--- src/rtl/cam_pkg.sv ---
// cam_pkg: CAM op encoding, default widths, command record and FSM states
// shared by the CAM command master and its command FIFO.
package cam_pkg;
    localparam int CAM_IDX_W  = 5;
    localparam int CAM_DATA_W = 32;

    typedef enum logic [1:0] {
        OP_READ    = 2'd0,
        OP_WRITE   = 2'd1,
        OP_SEARCH  = 2'd2,
        OP_ILLEGAL = 2'd3
    } cam_op_e;

    typedef struct packed {
        cam_op_e               op;
        logic [CAM_IDX_W-1:0]  index;
        logic [CAM_DATA_W-1:0] data;
    } cam_cmd_t;

    typedef enum logic [1:0] {ST_IDLE, ST_ISSUE, ST_WAIT, ST_RESP} cam_state_e;

    function automatic logic [15:0] sat_inc(input logic [15:0] v);
        return (v == 16'hFFFF) ? v : v + 16'd1;
    endfunction
endpackage

--- src/rtl/cam_cmd_fifo.sv ---
// cam_cmd_fifo: DEPTH-entry command FIFO; pointers carry one extra wrap bit
// so full/empty come from comparing the MSBs.
module cam_cmd_fifo
    import cam_pkg::*;
#(
    parameter int  DEPTH = 4,
    parameter type T     = cam_cmd_t
) (
    input  logic clk_i,
    input  logic rst_i,
    input  logic push,
    input  T     din,
    input  logic pop,
    output T     dout,
    output logic full,
    output logic empty
);
    localparam int AW = $clog2(DEPTH);

    T           mem [DEPTH];
    logic [AW:0] wr_ptr, rd_ptr;
    logic        do_push, do_pop;

    assign full    = (wr_ptr[AW] != rd_ptr[AW]) && (wr_ptr[AW-1:0] == rd_ptr[AW-1:0]);
    assign empty   = wr_ptr == rd_ptr;
    assign do_push = push && !full;
    assign do_pop  = pop && !empty;
    assign dout    = mem[rd_ptr[AW-1:0]];

    always_ff @(posedge clk_i) begin
        if (do_push) mem[wr_ptr[AW-1:0]] <= din;
    end

    always_ff @(posedge clk_i or negedge rst_i) begin
        if (!rst_i) begin
            wr_ptr <= '0;
            rd_ptr <= '0;
        end else begin
            if (do_push) wr_ptr <= wr_ptr + 1'b1;
            if (do_pop)  rd_ptr <= rd_ptr + 1'b1;
        end
    end
endmodule

--- src/rtl/cam_cmd_master.sv ---
// cam_cmd_master: queues read/write/search commands, issues one CAM access at a time
// and returns results in order. Optional CAM_MASTER_STATS_EN adds saturating response counters.
module cam_cmd_master
    import cam_pkg::*;
#(
    parameter int CMD_DEPTH = 4,
    parameter int RSP_LAT   = 1,
    parameter int IDX_W     = CAM_IDX_W,
    parameter int DATA_W    = CAM_DATA_W
) (
    input  logic              clk_i,
    input  logic              rst_i,
    input  logic              cmd_valid_i,
    output logic              cmd_ready_o,
    input  logic [1:0]        cmd_op_i,
    input  logic [IDX_W-1:0]  cmd_index_i,
    input  logic [DATA_W-1:0] cmd_data_i,
    output logic              rsp_valid_o,
    input  logic              rsp_ready_i,
    output logic [1:0]        rsp_op_o,
    output logic              rsp_hit_o,
    output logic              rsp_err_o,
    output logic [IDX_W-1:0]  rsp_index_o,
    output logic [DATA_W-1:0] rsp_data_o,
    output logic              read_enable_o,
    output logic [IDX_W-1:0]  read_index_o,
    output logic              write_enable_o,
    output logic [IDX_W-1:0]  write_index_o,
    output logic [DATA_W-1:0] write_data_o,
    output logic              search_enable_o,
    output logic [DATA_W-1:0] search_data_o,
    input  logic              read_valid_i,
    input  logic [DATA_W-1:0] read_value_i,
    input  logic              search_valid_i,
    input  logic [IDX_W-1:0]  search_index_i,
`ifdef CAM_MASTER_STATS_EN
    output logic [15:0]       stat_hits_o,
    output logic [15:0]       stat_miss_o,
    output logic [15:0]       stat_err_o,
`endif
    output logic              busy_o
);
    localparam int CW = (RSP_LAT > 1) ? $clog2(RSP_LAT) : 1;

    typedef struct packed {
        cam_op_e           op;
        logic [IDX_W-1:0]  index;
        logic [DATA_W-1:0] data;
    } cmd_t;

    cmd_t              cmd_in, head;
    logic              full, empty, push, pop;
    cam_state_e        state;
    cam_op_e           op_q;
    logic [IDX_W-1:0]  idx_q;
    logic [DATA_W-1:0] data_q;
    logic [CW-1:0]     cnt;

    assign cmd_in      = {cmd_op_i, cmd_index_i, cmd_data_i};
    assign cmd_ready_o = rst_i && !full;
    assign push        = cmd_valid_i && cmd_ready_o;
    assign pop         = !empty && (state == ST_IDLE || (state == ST_RESP && rsp_ready_i));
    assign busy_o      = !empty || state != ST_IDLE;

    assign read_index_o  = idx_q;
    assign write_index_o = idx_q;
    assign write_data_o  = data_q;
    assign search_data_o = data_q;

    cam_cmd_fifo #(.DEPTH(CMD_DEPTH), .T(cmd_t)) u_fifo (
        .clk_i (clk_i),
        .rst_i (rst_i),
        .push  (push),
        .din   (cmd_in),
        .pop   (pop),
        .dout  (head),
        .full  (full),
        .empty (empty)
    );

    always_ff @(posedge clk_i or negedge rst_i) begin
        if (!rst_i) begin
            state           <= ST_IDLE;
            op_q            <= OP_READ;
            idx_q           <= '0;
            data_q          <= '0;
            cnt             <= '0;
            read_enable_o   <= 1'b0;
            write_enable_o  <= 1'b0;
            search_enable_o <= 1'b0;
            rsp_valid_o     <= 1'b0;
            rsp_op_o        <= '0;
            rsp_hit_o       <= 1'b0;
            rsp_err_o       <= 1'b0;
            rsp_index_o     <= '0;
            rsp_data_o      <= '0;
        end else begin
            case (state)
                ST_IDLE: ;
                ST_ISSUE: begin
                    read_enable_o   <= 1'b0;
                    write_enable_o  <= 1'b0;
                    search_enable_o <= 1'b0;
                    if (op_q == OP_ILLEGAL) begin
                        state       <= ST_RESP;
                        rsp_valid_o <= 1'b1;
                        rsp_op_o    <= op_q;
                        rsp_hit_o   <= 1'b0;
                        rsp_err_o   <= 1'b1;
                        rsp_index_o <= idx_q;
                        rsp_data_o  <= data_q;
                    end else begin
                        state <= ST_WAIT;
                        cnt   <= CW'(RSP_LAT - 1);
                    end
                end
                ST_WAIT: begin
                    if (cnt == '0) begin
                        state       <= ST_RESP;
                        rsp_valid_o <= 1'b1;
                        rsp_op_o    <= op_q;
                        rsp_err_o   <= 1'b0;
                        rsp_hit_o   <= (op_q == OP_READ) ? read_valid_i :
                                       (op_q == OP_SEARCH) ? search_valid_i : 1'b1;
                        rsp_index_o <= (op_q == OP_SEARCH) ? search_index_i : idx_q;
                        rsp_data_o  <= (op_q == OP_READ) ? read_value_i : data_q;
                    end else begin
                        cnt <= cnt - 1'b1;
                    end
                end
                ST_RESP: begin
                    if (rsp_ready_i) begin
                        rsp_valid_o <= 1'b0;
                        state       <= ST_IDLE;
                    end
                end
            endcase
            // Popping the head launches the next access, from IDLE or straight out of RESP.
            if (pop) begin
                state           <= ST_ISSUE;
                op_q            <= head.op;
                idx_q           <= head.index;
                data_q          <= head.data;
                read_enable_o   <= head.op == OP_READ;
                write_enable_o  <= head.op == OP_WRITE;
                search_enable_o <= head.op == OP_SEARCH;
            end
        end
    end

`ifdef CAM_MASTER_STATS_EN
    logic rsp_fire;
    assign rsp_fire = rsp_valid_o && rsp_ready_i;

    always_ff @(posedge clk_i or negedge rst_i) begin
        if (!rst_i) begin
            stat_hits_o <= '0;
            stat_miss_o <= '0;
            stat_err_o  <= '0;
        end else if (rsp_fire) begin
            if (rsp_err_o) stat_err_o <= sat_inc(stat_err_o);
            else if (rsp_op_o == OP_SEARCH && rsp_hit_o) stat_hits_o <= sat_inc(stat_hits_o);
            else if (rsp_op_o == OP_SEARCH) stat_miss_o <= sat_inc(stat_miss_o);
        end
    end
`endif
endmodule

--- config.mk ---
export PLATFORM = sky130hd
export DESIGN_NAME = cam_cmd_master
export DESIGN_NICKNAME = d
export VERILOG_FILES = /design/src/rtl/cam_pkg.sv /design/src/rtl/cam_cmd_fifo.sv /design/src/rtl/cam_cmd_master.sv
export SDC_FILE = /design/constraint.sdc
export NUM_CORES = 1
export LEC_CHECK = 0
export CORE_UTILIZATION = 50
export DETAILED_ROUTE_END_ITERATION = 8
export DONT_BUFFER_PORTS = 1
export PLACE_DENSITY = 0.76
export SLEW_MARGIN = 0
export SYNTH_ARGS = -nofsm -noshare
export SYNTH_HDL_FRONTEND = slang
export SYNTH_HIERARCHICAL = 1
export SYNTH_SLANG_ARGS = --single-unit
--- constraint.sdc ---
create_clock -name clk_i -period 6.2 [get_ports clk_i]
set_input_delay 0.93 -clock clk_i [delete_from_list [all_inputs] [get_ports clk_i]]
set_output_delay 0.93 -clock clk_i [all_outputs]
set_load 0.01 [all_outputs]
==> metrics.txt <==
status finished, final reports clean; final setup margin 2.415 ns; CTS sink count 248; crit-path cells xor2_1 -> nor3_1 -> nand2_1; Rel. slew slack about a quarter; r2r setup slk 2.50 ns; Hold Crit Class input pin to asynchronous set/reset pin; Root Buffer clkbuf_16; Layout fillers about 1500; setup TNS 0 ns; r2r worst-path depth 6; DRT iter0 DRCs 285; Ports 203; CP required 5.27 ns; Synth Register Bits approximately 250; clock slew at reported path FFs around 0.060 ns; Syn. warnings 6; final net count ~600; WL per Instance 22.56 µm; critical setup path kind register to output port; Distinct cells, synth 45; Comb power frac 26.8%; layout cells sized above 1 37.64%; commonest non-fill, non-tap cells in the layout edfxtp_1 (156), mux2_2 (107), dfrtp_1 (90); max cap viols 0; commonest non-fill, non-tap cell in the layout edfxtp_1; Crit Path Max Fanout between 40 and 50; Worst Setup SP u_fifo/rd_ptr[1]; final setup violation count 0; via count 4627; Seq pwr share 48.5%; Initial Utilization 51.11%; WP depth 3; largest net degree at the start of global routing 94; Fmax achieved 264.2 MHz; DRT Wirelength 18320 µm; static leakage 3.912 nW; post-CTS sizing 0; dpl hpwl 11430 µm; CTS tree yes; number of I/O port buffers 0; global-route wire length before repair 28920 µm; routability cong. 0.7621; max-slew violation count 0; Clk pwr share 24.7%; cell family with most CP delay flip-flops; Mapped Cells about 550; Setup Buffers After CTS 0; CP Data Arrival Time between 2 and 3 ns; die width 145.8 µm; total CTS buffers 25; initial antenna violation count 1; Mapped Area ~10000 µm²; Slew @ Worst Pin 1.137 ns; Cell Rows between 50 and 60; DRC viols 0; reg-to-reg endpoint u_fifo/mem[1][1]; switching fraction of total power 31.98%; global-route total usage across every layer 17.65%; P&R area growth vs syn 7.042%; Overall Power 0.005935 W; fin crit share 61.04%; final hold vios 0; n_diodes 0; Post-CTS Hold Fix Bufs 0; syn_nets 646; Clk Latency, worst-skew pair 0.51 ns; Critical Path Max Stage Delay ~1.1 ns; crit path capture busy_o; Pre-antenna DRT Iters 4; vias in the first global route 5086; switching pwr 0.001898 W; Final Skew approximately 0.008 ns; Power per Cell Area 536.2 nW/µm²; min cycle time layout 3.785 ns; Avg Vias per Cell roughly 5.7; r2r startpoint u_fifo/rd_ptr[1]; crit start category register; post-place setup slack 2.472 ns; slowest stage cell, crit path dfrtp_2; total gr overflow 0; syn avg cell area around 19 µm²; CTS Buffer Depth 3; Buf/Inv on CP 0; Antenna Nets Post-Route 0; Int Pwr 0.004037 W; H-tree depth 1; sequential cell area fraction in the yosys report between 60 and 70%; total core area 20230 µm²; crit end category output port; Max VDD drop 0.2590 mV; RSZ-0062 raised after global routing false; die height approximately 150 µm; total die area 21260 µm²
==> state kept, by name (all words and copies together), names as in the netlist, 3 cells and up <==
signal         cells
u_fifo/wr_ptr      3
search_data_o     32
read_index_o       5
rsp_index_o        5
rsp_data_o        32
u_fifo/mem       156
u_fifo/rd_ptr      3
==> power by group through the flow <==
stage                     clock, W  sequential (W)  combinational [W]
after global routing       0.00157         0.00296            0.00173
after floorplan                  0         0.00260            0.00176
after detailed placement         0         0.00293            0.00160
after CTS                  0.00151         0.00290            0.00161
after global placement           0         0.00290            0.00153
final                      0.00147         0.00288            0.00159
==> cell families (layout without fill, tap and decap cells) <==
family | after synthesis | after routing | synth area share [%]
flops | 248 | 248 | 67.56
mux | 157 | 157 | 21.31
buf+inv | 70 | 58 | 4.852
simple gates | 33 | 33 | 1.948
compound gates | 27 | 27 | 2.142
fa+ha+maj | 10 | 10 | 1.210
xor+xnor | 9 | 9 | 0.9801
==> cell type report <==
| cell class | instances | area [µm²] | area share (%) |
|---|---|---|---|
| Tap cell | 270 | 337.8 | 3.052 |
| Clock inverter | 9 | 118.9 | 1.074 |
| Clock buffer | 36 | 686.9 | 6.205 |
| Inverter | 9 | 33.78 | 0.3052 |
| Multi-Input combinational cell | 236 | 2870 | 25.93 |
| Timing Repair Buffer | 4 | 30.03 | 0.2713 |
| Sequential cell | 248 | 6992 | 63.16 |
==> Yosys cell counts (all sizes together) <==
cell,n,share of area [%]
ha,10,1.2
o21ai,4,0.30
inv,9,0.33
a211oi,3,0.31
o22ai,1,0.061
xnor2,5,0.50
a21boi,1,0.073
nand3,2,0.15
and2,1,0.061
dfrtp,92,22
a31oi,2,0.18
mux4,39,8.5
o31ai,5,0.51
nor3,2,0.097
nor3b,2,0.25
and3,3,0.18
nand2,9,0.33
or2b,1,0.11
nor2b,2,0.12
mux2,115,13
nor2,3,0.13
mux2i,3,0.29
nand2b,6,0.36
a21oi,6,0.29
and3b,1,0.085
a22o,2,0.17
edfxtp,156,45
o221ai,1,0.085
o41ai,1,0.085
xor2,4,0.48
nand3b,1,0.073
buf,61,4.5
a21o,1,0.073
==> worst min path at each step <==
stage,start,endpoint,cells after the start
after floorplan,rsp_data_o[17],rsp_data_o[17],1
after global placement,rsp_data_o[17],rsp_data_o[17],1
after detailed placement,rsp_data_o[17],rsp_data_o[17],1
after CTS,rst_i,search_data_o[31],0
after global routing,rst_i,rsp_data_o[30],0
final,rst_i,rsp_data_o[30],0
==> metal layers <==
layer,vias up,track usage (%),part of all wire [%],routed length [µm]
met5,-,0,0,0
met3,19,5.110,7.2,1322
met1,2447,22.02,40,7364
met4,0,5.158,1.5,268
li1,2018,-,-,-
met2,143,29.98,51,9364
==> worst register-to-register path, stage by stage, from the launching register on <==
cell and delay [ns]:
dfrtp_2 1.09, xnor2_1 0.38, nand3_2 0.20, inv_1 0.06
nor2b_1 0.30, and2_1 0.32, and3_2 0.94
==> metrics by stage <==
step	utilization (%)	instance area (µm²)	hold WS, ns	cells
after detailed placement	50.72	10260	0.5609	767
after global placement	50.72	10260	0.5497	767
after global routing	54.71	11070	0.09035	812
after floorplan	-	10340	0.5288	554
final	54.71	11070	0.1108	812
after CTS	54.71	11070	0.09535	812
Power figures use the tool's default switching activity.
